## src/rtl/u_cla8_serial_add.sv

```systemverilog
// u_cla8_serial_add: byte-serial adder for multi-byte operands.
// Operands arrive least-significant byte first. Each accepted beat goes through
// one 8-bit carry-lookahead stage. The carry between bytes is kept in carry_q.
// The result goes into a 1-entry ready/valid output register.
module u_cla8_serial_add #(
    parameter int IDX_W = 4
) (
    input  logic             clk,
    input  logic             rst,
    input  logic             in_valid,
    output logic             in_ready,
    input  logic [7:0]       in_a,
    input  logic [7:0]       in_b,
    input  logic             in_first,
    input  logic             in_last,
    input  logic             in_cin,
    output logic             out_valid,
    input  logic             out_ready,
    output logic [7:0]       out_sum,
    output logic             out_last,
    output logic             out_cout,
    output logic [IDX_W-1:0] out_idx,
    output logic             proto_err
);

    typedef enum logic {IDLE = 1'b0, BUSY = 1'b1} state_t;

    localparam logic [IDX_W-1:0] IDX_ONE = {{(IDX_W-1){1'b0}}, 1'b1};

    // 8-bit carry-lookahead stage. Each carry is expanded from generate and
    // propagate terms and the carry-in, so no carry ripples through the sum bits.
    function automatic logic [8:0] cla8(input logic [7:0] a, input logic [7:0] b,
                                        input logic ci);
        logic [7:0] g;
        logic [7:0] p;
        logic [8:0] c;
        logic       pp;
        g    = a & b;
        p    = a ^ b;
        c    = '0;
        c[0] = ci;
        for (int i = 0; i < 8; i++) begin
            pp       = p[i];
            c[i+1]   = g[i];
            for (int j = i - 1; j >= 0; j--) begin
                c[i+1] = c[i+1] | (pp & g[j]);
                pp     = pp & p[j];
            end
            c[i+1] = c[i+1] | (pp & ci);
        end
        return {c[8], p ^ c[7:0]};
    endfunction

    state_t           state_q, state_d;
    logic             carry_q, carry_d;
    logic [IDX_W-1:0] idx_q, idx_d;
    logic             err_q, err_d;
    logic             ov_q, ov_d;
    logic [7:0]       sum_q, sum_d;
    logic             last_q, last_d;
    logic             cout_q, cout_d;
    logic [IDX_W-1:0] oidx_q, oidx_d;

    logic             expect_first;
    logic             accept;
    logic             restart;
    logic             c_sel;
    logic [IDX_W-1:0] idx_cur;
    logic             c_next;
    logic [7:0]       s;

    assign in_ready = !ov_q || out_ready;
    assign accept   = in_valid && in_ready;

    // FSM state register
    always_ff @(posedge clk) begin
        if (rst) state_q <= IDLE;
        else     state_q <= state_d;
    end

    // FSM next state: a last beat always closes the frame, any other beat opens or continues one
    always_comb begin
        state_d = state_q;
        if (accept) state_d = in_last ? IDLE : BUSY;
    end

    // FSM outputs: IDLE means the next beat is treated as a first beat
    always_comb begin
        expect_first = (state_q == IDLE);
    end

    // Beat decode: a first beat or any beat seen while IDLE restarts from in_cin and index 0
    always_comb begin
        restart = in_first || expect_first;
        c_sel   = restart ? in_cin : carry_q;
        idx_cur = restart ? '0 : idx_q;
    end

    assign {c_next, s} = cla8(in_a, in_b, c_sel);

    // Next values for the frame context and the output register
    always_comb begin
        carry_d = carry_q;
        idx_d   = idx_q;
        err_d   = err_q;
        ov_d    = ov_q;
        sum_d   = sum_q;
        last_d  = last_q;
        cout_d  = cout_q;
        oidx_d  = oidx_q;
        if (accept) begin
            carry_d = in_last ? 1'b0 : c_next;
            idx_d   = in_last ? '0 : idx_cur + IDX_ONE;
            err_d   = err_q | (in_first && !expect_first) | (!in_first && expect_first);
            ov_d    = 1'b1;
            sum_d   = s;
            last_d  = in_last;
            cout_d  = in_last & c_next;
            oidx_d  = idx_cur;
        end else if (out_ready) begin
            ov_d    = 1'b0;
        end
    end

    // Frame context and output register; reset drops any in-flight frame or held result
    always_ff @(posedge clk) begin
        if (rst) begin
            carry_q <= 1'b0;
            idx_q   <= '0;
            err_q   <= 1'b0;
            ov_q    <= 1'b0;
            sum_q   <= '0;
            last_q  <= 1'b0;
            cout_q  <= 1'b0;
            oidx_q  <= '0;
        end else begin
            carry_q <= carry_d;
            idx_q   <= idx_d;
            err_q   <= err_d;
            ov_q    <= ov_d;
            sum_q   <= sum_d;
            last_q  <= last_d;
            cout_q  <= cout_d;
            oidx_q  <= oidx_d;
        end
    end

    assign out_valid = ov_q;
    assign out_sum   = sum_q;
    assign out_last  = last_q;
    assign out_cout  = cout_q;
    assign out_idx   = oidx_q;
    assign proto_err = err_q;

endmodule

```

## config.mk

```make
export PLATFORM = sky130hd
export DESIGN_NAME = u_cla8_serial_add
export DESIGN_NICKNAME = d
export VERILOG_FILES = /design/src/rtl/u_cla8_serial_add.sv
export SDC_FILE = /design/constraint.sdc
export NUM_CORES = 1
export LEC_CHECK = 0
export CORE_MARGIN = 8
export CORE_UTILIZATION = 47
export DETAILED_ROUTE_END_ITERATION = 7
export DONT_BUFFER_PORTS = 1
export PLACE_DENSITY_LB_ADDON = 0.12
export REMOVE_ABC_BUFFERS = 1
export SYNTH_ARGS = -nofsm -noshare
export SYNTH_HDL_FRONTEND = slang
export SYNTH_SLANG_ARGS = --single-unit
```

## constraint.sdc

```tcl
create_clock -name clk -period 2.3 [get_ports clk]
set_input_delay 0.23 -clock clk [delete_from_list [all_inputs] [get_ports clk]]
set_output_delay 0.23 -clock clk [all_outputs]
set_load 0.05 [all_outputs]
```

==> results.md, run 1 <==
Critical path:
- In this run the register-to-register setup slack is 350 ps.
- In this run the worst path has a maximum fanout of 3.
- The critical path data required time is 2500 ps.
- STA classifies the critical path startpoint as a flop.
- The worst setup path is captured at a flop.
- The number of cell instances on the worst register-to-register path is 6.
- The worst register-to-register path begins at state_q.
- Data arrives at the worst endpoint at 2150 ps.
- The critical path is of the flop to flop type.
- The worst register-to-register path ends at out_cout.

Floorplanning:
- The die width is 66.26 µm.
- For this configuration, the core starts out at a cell density of 0.4882.
- For this design the top-level I/O count stands at 40.
- The floorplan step defined a die boundary enclosing 4390 µm².
- The total area inside the core boundary comes to 2432 µm².
- The row count is 18.
- Measured along the y axis, the die boundary spans 66.26 µm.

Synthesis:
- The register area share after synthesis is 0.3709.
- Of the total synthesized cell area, the portion taken by XOR and XNOR cells is 0.04426.
- In the post-synthesis netlist, the cell with the most instances is sky130_fd_sc_hd__nand2_1.
- The average size of a mapped cell is 8.481 µm².
- The area fraction in and, or, nand and nor cells after synthesis is 0.2097.
- Counting every instance in the synthesized netlist gives 140.
- The cell area that synthesis handed to floorplanning was 1187 µm².
- The commonest cells after synthesis are sky130_fd_sc_hd__nand2_1 (23), sky130_fd_sc_hd__dfxtp_1 (22), sky130_fd_sc_hd__a21oi_1 (16).
- Of the post-synthesis cell area, the part taken by muxes is 0.02107.
- Yosys printed 0 warnings.
- The main combinational cell family by area after synthesis is simple AND/OR/NAND/NOR gates.
- Of the post-synthesis cell area, the dominant cell type holds 0.3709.
- The synthesized design contains 0 enable-type register cells.
- Of all flip-flops after synthesis, the portion carrying an async set or reset was 0.
- The netlist uses 37 different library cells.
- After synthesis, the cell types taking the most area are sky130_fd_sc_hd__dfxtp_1 (37%), sky130_fd_sc_hd__ha_1 (9.5%), sky130_fd_sc_hd__nand2_1 (7.3%).
- Synthesis inferred 22 register bits.
- Of all cell types, the one taking the most synthesized area is sky130_fd_sc_hd__dfxtp_1.
- The adder-cell area share of the yosys netlist is 0.1117.
- The fraction of the mapped netlist area in compound gates is 0.1949.
- In the synthesized netlist the dominant register cell turns out to be sky130_fd_sc_hd__dfxtp_1.

Pwr:
- The power density normalized to cell area is 629.5 nW/µm².
- VDD sags by at most 0.2902 mV.
- The cell leakage power is 0.5438 nW.

Timing:
- In this run the tightest slew margin relative to its limit is 0.5753.
- The setup TNS after final layout is 0 ps.
- The maximum frequency from static timing analysis is 513.8 MHz.
- Dividing the final minimum period by the clock period gives 0.8462.
- Setup violations remaining at the end of the flow were counted as 0.
- For the pin with the worst max-slew slack, the measured transition is 637.1 ps.
- The time the worst path needs with I/O delays and setup is 1946 ps.
- The count of endpoints failing hold in the final timing report is 0.
- The number of max-slew violations in the final report is 0.
- Setup repair after global routing left no endpoint under its margin.
- The final setup skew is 4.933 ps.

Detailed routing:
- In the routed design, unresolved DRC markers number 0.
- The routed layout has 947 vias.
- The number of DRC markers in iteration 0 is 46.
- The mean number of vias per cell is 5.506.
- The routed design has 2534 µm of wire.
- The number of optimization iterations in the first detailed-route pass is 4.
- Dividing the detail-routed wire length by the instance count gives 14.73 µm.
- In this run the remaining antenna-violating nets after routing total 0.

Worst hold path:
- The min-delay analysis places its worst path in the category primary input to flop.
- The end point of the worst hold path is out_valid.
- The number of instances on the worst hold path is 2.
- The worst hold path begins at in_valid.

Final layout:
- The total of fill cells in the finished design is 239.
- The repair_antennas step left the layout with diodes totalling 0.
- Excluding fillers, the count of instances in the completed layout stands at 172.
- The area of all placed cells without fillers is 1264 µm².
- The final net count is 177.
- The area added between synthesis and finish is 6.428%.
- The share of cells above drive strength 1 is 0.08451.

Clock network:
- TritonCTS created 3 clock buffers.
- The post-cts resize count is 0.
- The clock network latency to the later pin of the worst-skew pair is 300 ps.
- The maximum root-to-sink buffer count is 2.
- The depth of the CTS H-tree is 1.
- The tree built by TritonCTS fans out to 22 sinks.
- The clock transition time at the flip-flop clock pins of the worst setup and hold paths is 110 ps.
- TritonCTS built the clock tree.
- The clock tree root driver cell is sky130_fd_sc_hd__clkbuf_4.

Placement:
- The routability congestion estimate from global placement is 0.7427.
- After detailed placement, the design holds a cell count of 167.
- The detailed placer's ending HPWL is 1909 µm.
- Buffers placed on the I/O ports in this run total 0.
- The total cell area at the placement stage is 1221 µm².

GRT:
- The total congestion overflow is 0.
- In the global route stage, overall resource usage came out at 0.1190.
- The via count of the first global-routing pass came to 901.
- The initial antenna violation count is 0.
- Entering global routing, the biggest net connects 18 pins.
- The global-route wire length before repair is 4084 µm.

Job:
- Across the run, the number of max-cap violations was 0.

Run status:
- The run finished with clean final reports.
worst max-delay path by stage:
stage | from | end | slack [ps]
2_1_floorplan | out_valid | idx_q[3] | 230
3_3_place_gp | in_a[4] | carry_q | 220
3_5_place_dp | in_a[4] | out_cout | 190
4_1_cts | state_q | out_cout | 350
5_1_grt | state_q | carry_q | 260
6_report | state_q | out_cout | 350
cells in the final DEF (no fill, tap or decap), types with 2 or more instances in the layout:
cell	count
sky130_fd_sc_hd__dlygate4sd3_1	2
sky130_fd_sc_hd__dfxtp_1	22
sky130_fd_sc_hd__xor2_1	3
sky130_fd_sc_hd__buf_4	4
sky130_fd_sc_hd__nand3_1	5
sky130_fd_sc_hd__a21oi_1	16
sky130_fd_sc_hd__nor3_1	3
sky130_fd_sc_hd__clkbuf_4	3
sky130_fd_sc_hd__o21ai_0	2
sky130_fd_sc_hd__nand2_1	23
sky130_fd_sc_hd__nor3b_1	2
sky130_fd_sc_hd__o21ai_1	2
sky130_fd_sc_hd__xnor2_1	3
sky130_fd_sc_hd__nand2b_1	2
sky130_fd_sc_hd__a21o_1	4
sky130_fd_sc_hd__inv_1	6
sky130_fd_sc_hd__ha_1	9
sky130_fd_sc_hd__a32o_2	2
sky130_fd_sc_hd__and2_1	3
sky130_fd_sc_hd__nor2_1	8
where the power goes:
| part | internal (mW) | switching [mW] | total [mW] |
|---|---|---|---|
| sequential | 0.403 | 0.0767 | 0.479 |
| combinational | 0.0650 | 0.0850 | 0.150 |
| clock | 0.0610 | 0.105 | 0.166 |
| total | 0.529 | 0.267 | 0.795 |
routing by layer:
layer,share of wire,track usage,vias to the layer above
met5,0,0,-
met4,0.013,0.07200,0
met3,0.037,0.02034,2
met2,0.51,0.2039,25
met1,0.44,0.1337,424
li1,-,-,496
logic make-up (layout without fill, tap and decap cells):
| logic type | Yosys count | in the layout |
|---|---|---|
| compound gates | 35 | 35 |
| xor+xnor | 6 | 6 |
| fa+ha+maj | 10 | 10 |
| buf+inv | 13 | 15 |
| flops | 22 | 22 |
| mux | 2 | 2 |
| simple gates | 52 | 52 |
metrics by stage:
step             util  setup slack, ps  total power [mW]  hold WS [ps]
3_5_place_dp   0.5021            190.5            0.6323         303.7
4_1_cts        0.5154            351.5            0.8035         4.121
3_3_place_gp   0.5021            218.0            0.6296         301.1
5_1_grt        0.5195            261.7            0.8487         40.39
2_1_floorplan       -            227.5            0.5999         299.1
6_report       0.5195            353.9            0.7955         47.51
worst max-delay path: stages, from the launching register on:
cell	delay (ps)
sky130_fd_sc_hd__dfxtp_1	370
sky130_fd_sc_hd__nor2b_1	240
sky130_fd_sc_hd__mux2i_2	360
sky130_fd_sc_hd__o21ai_1	160
sky130_fd_sc_hd__a31o_1	260
sky130_fd_sc_hd__a21o_1	200
sky130_fd_sc_hd__a32o_2	250
sequential cells by signal, summed over array words and instances, names as in the netlist:
name and cells:
idx_q 4, proto_err 1, out_valid 1, state_q 1
out_last 1, out_sum 8, out_cout 1, out_idx 4
carry_q 1
repair_timing:
action / CTS / global route
endpoints found under the hold margin: 16 / 1
buffers inserted: 0 / 0
hold buffers: 1 / 1
area by class of cell:
type,instances,area (µm²),area share
Tap cell,30,37.54,0.02970
Timing Repair Buffer,6,50.05,0.03960
Inverter,6,22.52,0.01782
Clock buffer,3,22.52,0.01782
Multi-Input combinational cell,105,690.7,0.5465
Sequential cell,22,440.4,0.3485
No activity file was read; power rests on OpenSTA's default activity.
==> run 2: changes to the inputs <==
==> constraint.sdc (replaced) <==
create_clock -name clk -period 1.78 [get_ports clk]
set_input_delay 0.178 -clock clk [delete_from_list [all_inputs] [get_ports clk]]
set_output_delay 0.178 -clock clk [all_outputs]
set_load 0.05 [all_outputs]
==> results.md, run 2 (synthesized netlist as in run 1, its figures left out) <==
Timing:
- The setup TNS after final layout is 0 ps (unchanged).
- The maximum frequency from static timing analysis is 579.1 MHz (was 513.8 MHz).
- The final setup skew is 7.876 ps (was 4.933 ps).
- The count of endpoints failing hold in the final timing report is 0 (unchanged).
- The number of max-slew violations in the final report came to 0 (unchanged).
- The worst slew slack as a fraction of its limit is 0.5486 (was 0.5753).
- The total of endpoints with negative setup slack in the final report came to 0 (unchanged).
- The share of the clock period used by the worst path is 0.9700 (was 0.8462).
- The time the worst path needs with I/O delays and setup was 1727 ps (was 1946 ps).
- The slew at the pin closest to its max-slew limit was 674.9 ps (was 637.1 ps).

Final layout:
- The most common library cell in the layout ignoring fill and taps is sky130_fd_sc_hd__nand2_1 (unchanged).
- The total of fill cells in the finished design is 219 (was 239).
- Most used cells in the layout excluding fill and tap cells: sky130_fd_sc_hd__nand2_1 (22), sky130_fd_sc_hd__dfxtp_1 (21), sky130_fd_sc_hd__buf_4 (20), sky130_fd_sc_hd__a21oi_1 (16) (was sky130_fd_sc_hd__nand2_1 (23), sky130_fd_sc_hd__dfxtp_1 (22), sky130_fd_sc_hd__a21oi_1 (16), sky130_fd_sc_hd__ha_1 (9), sky130_fd_sc_hd__nor2_1 (8)).
- The share of cells above drive strength 1 came to 0.2250 (was 0.08451).
- The sequential cell area in the final layout is 441.7 µm² (was 440.4 µm²).
- The final net count was 194 (was 177).
- The footprint of the multi-input gates is 737.0 µm² (was 690.7 µm²).
- The end-of-flow core utilization is 0.5983 (was 0.5195).
- The final non-filler cell total is 190 (was 172).
- The area added between synthesis and finish was 22.55% (was 6.428%).
- The number of flip-flops in the largest register is 8 (unchanged).
- The antenna diode instance count is 0 (unchanged).

Placement:
- The total of buffers placed on input and output ports came to 0 (unchanged).
- The routability congestion estimate from global placement is 0.7830 (was 0.7427).
- The number of placed cells counting well taps is 182 (was 167).
- The detailed placer's ending HPWL is 2168 µm (was 1909 µm).

Detailed routing:
- The number of optimization iterations in the first detailed-route pass is 5 (was 4).
- The average detailed-routed wire length per instance is 14.72 µm (was 14.73 µm).
- The number of DRC markers in iteration 0 is 60 (was 46).
- The final routed wirelength across all metal layers was 2797 µm (was 2534 µm).
- The mean number of vias per cell is 5.479 (was 5.506).
- The total number of vias is 1041 (was 947).
- The antenna violation net count after detailed routing is 0 (unchanged).
- The number of remaining DRC errors is 0 (unchanged).

GRT:
- The pin count of the biggest net entering global routing is 18 (unchanged).
- The total congestion overflow is 0 (unchanged).
- The initial antenna violation count is 0 (unchanged).
- The global-route wire length before repair is 4478 µm (was 4084 µm).
- The via count of the first global-routing pass is 1073 (was 901).
- The overall routing resource usage is 0.1275 (was 0.1190).

Critical path:
- The startpoint kind of the worst setup timing path is a flop (unchanged).
- The worst-path maximum fanout came to 4 (was 3).
- The number of cell instances on the worst register-to-register path is 7 (was 6).
- The data arrival time of the critical path is 1960 ps (was 2150 ps).
- The critical path data required time is 2010 ps (was 2500 ps).
- The kind of end point of the critical path is a flop (unchanged).
- The critical path class is flop to flop (unchanged).

Clock network:
- The CTS tree is built (unchanged).
- The clock transition time at the flip-flop clock pins of the worst setup and hold paths is 120 ps (was 110 ps).
- The number of clock sinks was 22 (unchanged).
- The number of buffers inserted during clock tree synthesis is 3 (unchanged).
- The clock tree root driver cell was sky130_fd_sc_hd__clkbuf_4 (unchanged).
- The maximum root-to-sink buffer count was 2 (unchanged).
- The depth of the CTS H-tree is 1 (unchanged).
- The clock network latency to the later pin of the worst-skew pair is 310 ps (was 300 ps).

Pwr:
- The power density normalized to cell area is 794.1 nW/µm² (was 629.5 nW/µm²).
- The maximum vdd drop is 0.4270 mV (was 0.2902 mV).
- The cell leakage power came to 0.6480 nW (was 0.5438 nW).

Worst hold path:
- The number of instances on the worst hold path is 1 (was 2).
- The class of the tightest hold or removal check is primary input to flop (unchanged).

Floorplanning:
- The number of top-level design ports is 40 (unchanged).
- The row count was 18 (unchanged).
- The placeable core region is 2432 µm² (unchanged).
- The vertical die dimension is 66.26 µm (unchanged).
- The die width is 66.26 µm (unchanged).
- The area of the die is 4390 µm² (unchanged).
- The initial core utilization is 0.4882 (unchanged).

Job:
- The total of max-cap violations came to 0 (unchanged).

Run status:
- Status: complete, no violations (unchanged).
-- run 2: worst paths after layout --
| check | start | endpoint | slack (ps) |
|---|---|---|---|
| setup / recovery | state_q | out_sum[4] | 50 |
| setup reg to reg | state_q | out_sum[4] | 50 |
| hold / removal | in_last | out_cout | 20 |
| hold reg to reg | out_idx[1] | out_idx[1] | 460 |
-- run 2: metal layers --
layer  vias to the layer above  routed length, µm  GRT usage  part of all wire
li1                        529                  -          -                 -
met1                       486               1233     0.1255              0.44
met2                        22               1422     0.2437              0.51
met3                         4                 91    0.02542             0.033
met4                         0                 49    0.06400             0.018
met5                         -                  0          0                 0
-- run 2: power by group --
part,internal (mW),total (mW),switching [mW]
clock,0.125,0.278,0.153
sequential,0.521,0.601,0.0806
combinational,0.129,0.276,0.147
-- run 2: timing repair --
item,CTS,global route
endpoints found under the hold margin,17,0
setup endpoints to repair,4,7
setup buffers,0,1
hold buffers,3,0
resized for setup,1,9
pin swaps,0,3
-- run 2: metrics by stage --
stage | hold WS (ps) | total power, mW | setup slack [ps] | instance area, µm²
2_1_floorplan | 247.1 | 0.7751 | -292.5 | 1154
3_3_place_gp | 249.1 | 0.8512 | -161.5 | 1334
3_5_place_dp | 251.7 | 0.8570 | -180.2 | 1334
4_1_cts | 22.77 | 1.135 | 10.32 | 1403
5_1_grt | 4.877 | 1.214 | -8.758 | 1455
6_report | 19.33 | 1.156 | 53.33 | 1455
-- run 2: critical path, cell delays in order, from the launching register on --
cell and delay, ps:
sky130_fd_sc_hd__dfxtp_2 350, sky130_fd_sc_hd__nor2b_4 160, sky130_fd_sc_hd__mux2i_2 290, sky130_fd_sc_hd__buf_4 180, sky130_fd_sc_hd__o221ai_4 110, sky130_fd_sc_hd__nand2_2 100, sky130_fd_sc_hd__mux2_4 300, sky130_fd_sc_hd__o22ai_1 170
-- run 2: final cells by class --
| cell class | instances | area share |
|---|---|---|
| multi-input cells | 105 | 0.5064 |
| flip-flops and latches | 22 | 0.3035 |
| repair buffers | 23 | 0.1238 |
| well taps | 30 | 0.02580 |
| clock buffers | 4 | 0.02494 |
| inverters | 6 | 0.01548 |
==> run 3: changes to the inputs <==
--- a/config.mk
+++ b/config.mk
@@ -5,6 +5,7 @@
 export SDC_FILE = /design/constraint.sdc
 export NUM_CORES = 1
 export LEC_CHECK = 0
+export ABC_AREA = 1
 export CORE_MARGIN = 8
 export CORE_UTILIZATION = 47
 export DETAILED_ROUTE_END_ITERATION = 7
==> results.md, run 3 <==
Floorplanning:
- The row count came to 19 (was 18).
- The area of the die is 4971 µm² (was 4390 µm²).
- The vertical die dimension came to 70.51 µm (was 66.26 µm).
- The placeable core region came to 2781 µm² (was 2432 µm²).
- The die width is 70.51 µm (was 66.26 µm).
- The number of top-level design ports is 40 (unchanged).
- The initial core utilization was 0.5020 (was 0.4882).

Critical path:
- The critical path class is flop to flop (unchanged).
- The data arrival time of the critical path was 1740 ps (was 1960 ps).
- The startpoint of the worst register-to-register path is state_q (unchanged).
- The number of cell instances on the worst register-to-register path is 7 (unchanged).
- The worst-path maximum fanout is 6 (was 4).
- The startpoint kind of the worst setup timing path is a flop (unchanged).
- The kind of end point of the critical path is a flop (unchanged).
- The register-to-register setup slack came to 280 ps (was 50 ps).
- The critical path data required time is 2020 ps (was 2010 ps).
- The end of the worst register-to-register path is out_sum[1] (was out_sum[4]).

Timing:
- The final setup skew is 13.19 ps (was 7.876 ps).
- The worst slew slack as a fraction of its limit is 0.6424 (was 0.5486).
- The share of the clock period used by the worst path is 0.8450 (was 0.9700).
- The number of max-slew violations in the final report came to 0 (unchanged).
- The time the worst path needs with I/O delays and setup is 1504 ps (was 1727 ps).
- The count of endpoints failing hold in the final timing report is 0 (unchanged).
- The total of endpoints with negative setup slack in the final report is 0 (unchanged).
- The setup TNS after final layout is 0 ps (unchanged).
- The maximum frequency from static timing analysis is 664.9 MHz (was 579.1 MHz).
- Setup repair after global routing left no endpoint under its margin.
- The slew at the pin closest to its max-slew limit is 535.6 ps (was 674.9 ps).

Clock network:
- The CTS tree is built (unchanged).
- The clock tree root driver cell is sky130_fd_sc_hd__clkbuf_4 (unchanged).
- The number of buffers inserted during clock tree synthesis came to 3 (unchanged).
- The depth of the CTS H-tree is 1 (unchanged).
- The maximum root-to-sink buffer count was 2 (unchanged).
- The clock transition time at the flip-flop clock pins of the worst setup and hold paths was 130 ps (was 120 ps).
- The clock network latency to the later pin of the worst-skew pair came to 310 ps (about the same).
- The post-CTS setup repair buffer count is 0 (unchanged).
- The post-cts resize count was 0 (was 1).
- The number of clock sinks is 22 (unchanged).

Synthesis:
- The most frequent cell after synthesis is sky130_fd_sc_hd__nand2_1 (unchanged).
- The register area share after synthesis is 0.3154 (was 0.3709).
- The most frequently used flop master after synthesis is sky130_fd_sc_hd__dfxtp_1 (unchanged).
- The cell accounting for the most synthesized area is sky130_fd_sc_hd__dfxtp_1 (unchanged).
- Commonest cells in the synthesized netlist: sky130_fd_sc_hd__nand2_1 (49), sky130_fd_sc_hd__inv_1 (37), sky130_fd_sc_hd__nor2_1 (23) (was sky130_fd_sc_hd__nand2_1 (23), sky130_fd_sc_hd__dfxtp_1 (22), sky130_fd_sc_hd__a21oi_1 (16)).
- The synthesis-stage register bit count is 22 (unchanged).
- The area fraction in and, or, nand and nor cells after synthesis was 0.3342 (was 0.2097).
- The fraction of the mapped netlist area in compound gates is 0.1192 (was 0.1949).
- The area share of xor/xnor cells in the synthesized design is 0.01254 (was 0.04426).
- The synthesized netlist cell count came to 212 (was 140).
- The post-synthesis cell type count was 30 (was 37).
- Largest cells by area after synthesis: sky130_fd_sc_hd__dfxtp_1 (32%), sky130_fd_sc_hd__nand2_1 (13%), sky130_fd_sc_hd__inv_1 (9.9%) (was sky130_fd_sc_hd__dfxtp_1 (37%), sky130_fd_sc_hd__ha_1 (9.5%), sky130_fd_sc_hd__nand2_1 (7.3%)).
- The synthesis warning total is 0 (unchanged).
- The post-synthesis mux area share is 0 (was 0.02107).
- The average size of a mapped cell is 6.587 µm² (was 8.481 µm²).
- The async set-or-reset flop fraction in the synthesized netlist is 0 (unchanged).
- The count of flip-flops with a built-in enable after synthesis came to 0 (unchanged).
- The portion of synthesized cell area occupied by the leading cell type is 0.3154 (was 0.3709).
- The synthesized cell area is 1396 µm² (was 1187 µm²).
- The adder-cell area share of the yosys netlist is 0.09498 (was 0.1117).
- The main combinational cell family by area after synthesis was simple AND/OR/NAND/NOR gates (unchanged).

Pwr:
- The power density normalized to cell area came to 856.2 nW/µm² (was 794.1 nW/µm²).
- The clock power share is 0.293 (was 0.241).
- The sequential fraction of design power came to 0.470 (was 0.520).
- The net load switching power came to 0.4491 mW (was 0.3808 mW).
- The maximum vdd drop is 0.6986 mV (was 0.4270 mV).
- The total power after layout is 1.308 mW (was 1.156 mW).
- The share of total power in combinational logic was 0.237 (was 0.239).
- The internal power came to 0.8590 mW (was 0.7748 mW).
- The cell leakage power is 0.7864 nW (was 0.6480 nW).
- The switching portion of total power is 0.3433 (was 0.3295).

Detailed routing:
- The number of remaining DRC errors is 0 (unchanged).
- The antenna violation net count after detailed routing was 0 (unchanged).
- The mean number of vias per cell was 5.219 (was 5.479).
- The number of optimization iterations in the first detailed-route pass is 5 (unchanged).
- The total number of vias is 1310 (was 1041).
- The final routed wirelength across all metal layers is 3247 µm (was 2797 µm).
- The average detailed-routed wire length per instance is 12.94 µm (was 14.72 µm).
- The number of DRC markers in iteration 0 came to 51 (was 60).

Final layout:
- The final non-filler cell total is 251 (was 190).
- The area added between synthesis and finish is 9.409% (was 22.55%).
- The number of flip-flops in the largest register is 8 (unchanged).
- Most used cells in the layout excluding fill and tap cells: sky130_fd_sc_hd__nand2_1 (49), sky130_fd_sc_hd__inv_1 (37), sky130_fd_sc_hd__nor2_1 (23), sky130_fd_sc_hd__dfxtp_1 (22), sky130_fd_sc_hd__nand3_1 (21) (was sky130_fd_sc_hd__nand2_1 (22), sky130_fd_sc_hd__dfxtp_1 (21), sky130_fd_sc_hd__buf_4 (20), sky130_fd_sc_hd__a21oi_1 (16)).
- The antenna diode instance count was 0 (unchanged).
- The total of fill cells in the finished design came to 283 (was 219).
- The share of cells above drive strength 1 came to 0.09091 (was 0.2250).
- The final net count is 254 (was 194).
- The most common library cell in the layout ignoring fill and taps is sky130_fd_sc_hd__nand2_1 (unchanged).

Worst hold path:
- The end point of the worst hold path is out_sum[4] (was out_cout).
- The number of instances on the worst hold path is 3 (was 1).
- The class of the tightest hold or removal check is primary input to flop (unchanged).
- The critical hold path startpoint is rst (was in_last).

GRT:
- The via count of the first global-routing pass came to 1367 (was 1073).
- The total congestion overflow is 0 (unchanged).
- The global-route wire length before repair is 5789 µm (was 4478 µm).
- The initial antenna violation count is 0 (unchanged).
- The pin count of the biggest net entering global routing was 26 (was 18).
- The overall routing resource usage is 0.1339 (was 0.1275).

Placement:
- The routability congestion estimate from global placement is 0.8406 (was 0.7830).
- The detailed placer's ending HPWL is 2595 µm (was 2168 µm).
- The total of buffers placed on input and output ports was 0 (unchanged).
- The number of placed cells counting well taps came to 246 (was 182).

Job:
- The total of max-cap violations is 0 (unchanged).

Run status:
- Status: complete, no violations (unchanged).
[run 3: cell type report]
class,instances,area [µm²],share of cell area
Clock buffer,3,22.52,0.01474
Inverter,38,142.6,0.09337
Sequential cell,22,440.4,0.2883
Clock inverter,1,30.03,0.01966
Multi-Input combinational cell,147,783.3,0.5127
Tap cell,31,38.79,0.02539
Timing Repair Buffer,9,70.07,0.04586
[run 3: worst max-delay path by stage]
stage,end,depth (start not counted),start
global route,out_sum[1],7,state_q
global placement,out_sum[1],7,state_q
finish,out_sum[1],7,state_q
floorplan,out_idx[2],5,out_valid
detailed placement,out_sum[1],7,state_q
CTS,out_sum[1],7,state_q
[run 3: layer usage]
metal | share of wire | global-route usage | up-vias
li1 | - | - | 693
met1 | 0.46 | 0.1627 | 574
met3 | 0.083 | 0.04661 | 4
met2 | 0.45 | 0.2223 | 39
met4 | 0.0077 | 0.02679 | 0
met5 | 0 | 0 | -
[run 3: power groups by stage]
stage          Sequential [mW]  Combinational [mW]  Clock, mW
6_report                 0.615               0.310      0.383
5_1_grt                  0.621               0.353      0.409
4_1_cts                  0.616               0.311      0.389
3_5_place_dp             0.627               0.304          0
3_3_place_gp             0.626               0.293          0
2_1_floorplan            0.658               0.198          0
[run 3: logic make-up (layout without fill, tap and decap cells)]
| kind of cell | count (synthesis) | in the layout |
|---|---|---|
| buffers and inverters | 43 | 51 |
| AOI/OAI and AO/OA | 29 | 29 |
| and+or+nand+nor | 106 | 106 |
| adders and majority gates | 10 | 10 |
| DFF | 22 | 22 |
| xor gates and xnor gates | 2 | 2 |
[run 3: what timing repair did]
| action | CTS | global route |
|---|---|---|
| endpoints found under the setup margin | 0 | 0 |
| hold buffers | 1 | 0 |
| endpoints found under the hold margin | 10 | 0 |
[run 3: worst max-delay path: stages, from the launching register on]
cell and delay, ps:
sky130_fd_sc_hd__dfxtp_1 360, sky130_fd_sc_hd__nand2_2 130, sky130_fd_sc_hd__nand2_1 80, sky130_fd_sc_hd__nand2_2 110, sky130_fd_sc_hd__inv_1 70, sky130_fd_sc_hd__fa_1 370, sky130_fd_sc_hd__xor2_1 160, sky130_fd_sc_hd__a21oi_1 150
[run 3: through the flow]
stage / instance area [µm²] / setup slack, ps / hold slack (ps) / util
finish: 1528 / 276.0 / 9.907 / 0.5493
global route: 1528 / 169.4 / 11.74 / 0.5493
CTS: 1528 / 257.1 / 0.6678 / 0.5493
detailed placement: 1465 / 299.5 / 243.9 / 0.5268
global placement: 1465 / 341.5 / 242.7 / 0.5268
floorplan: 1366 / -338.5 / 240.4 / -
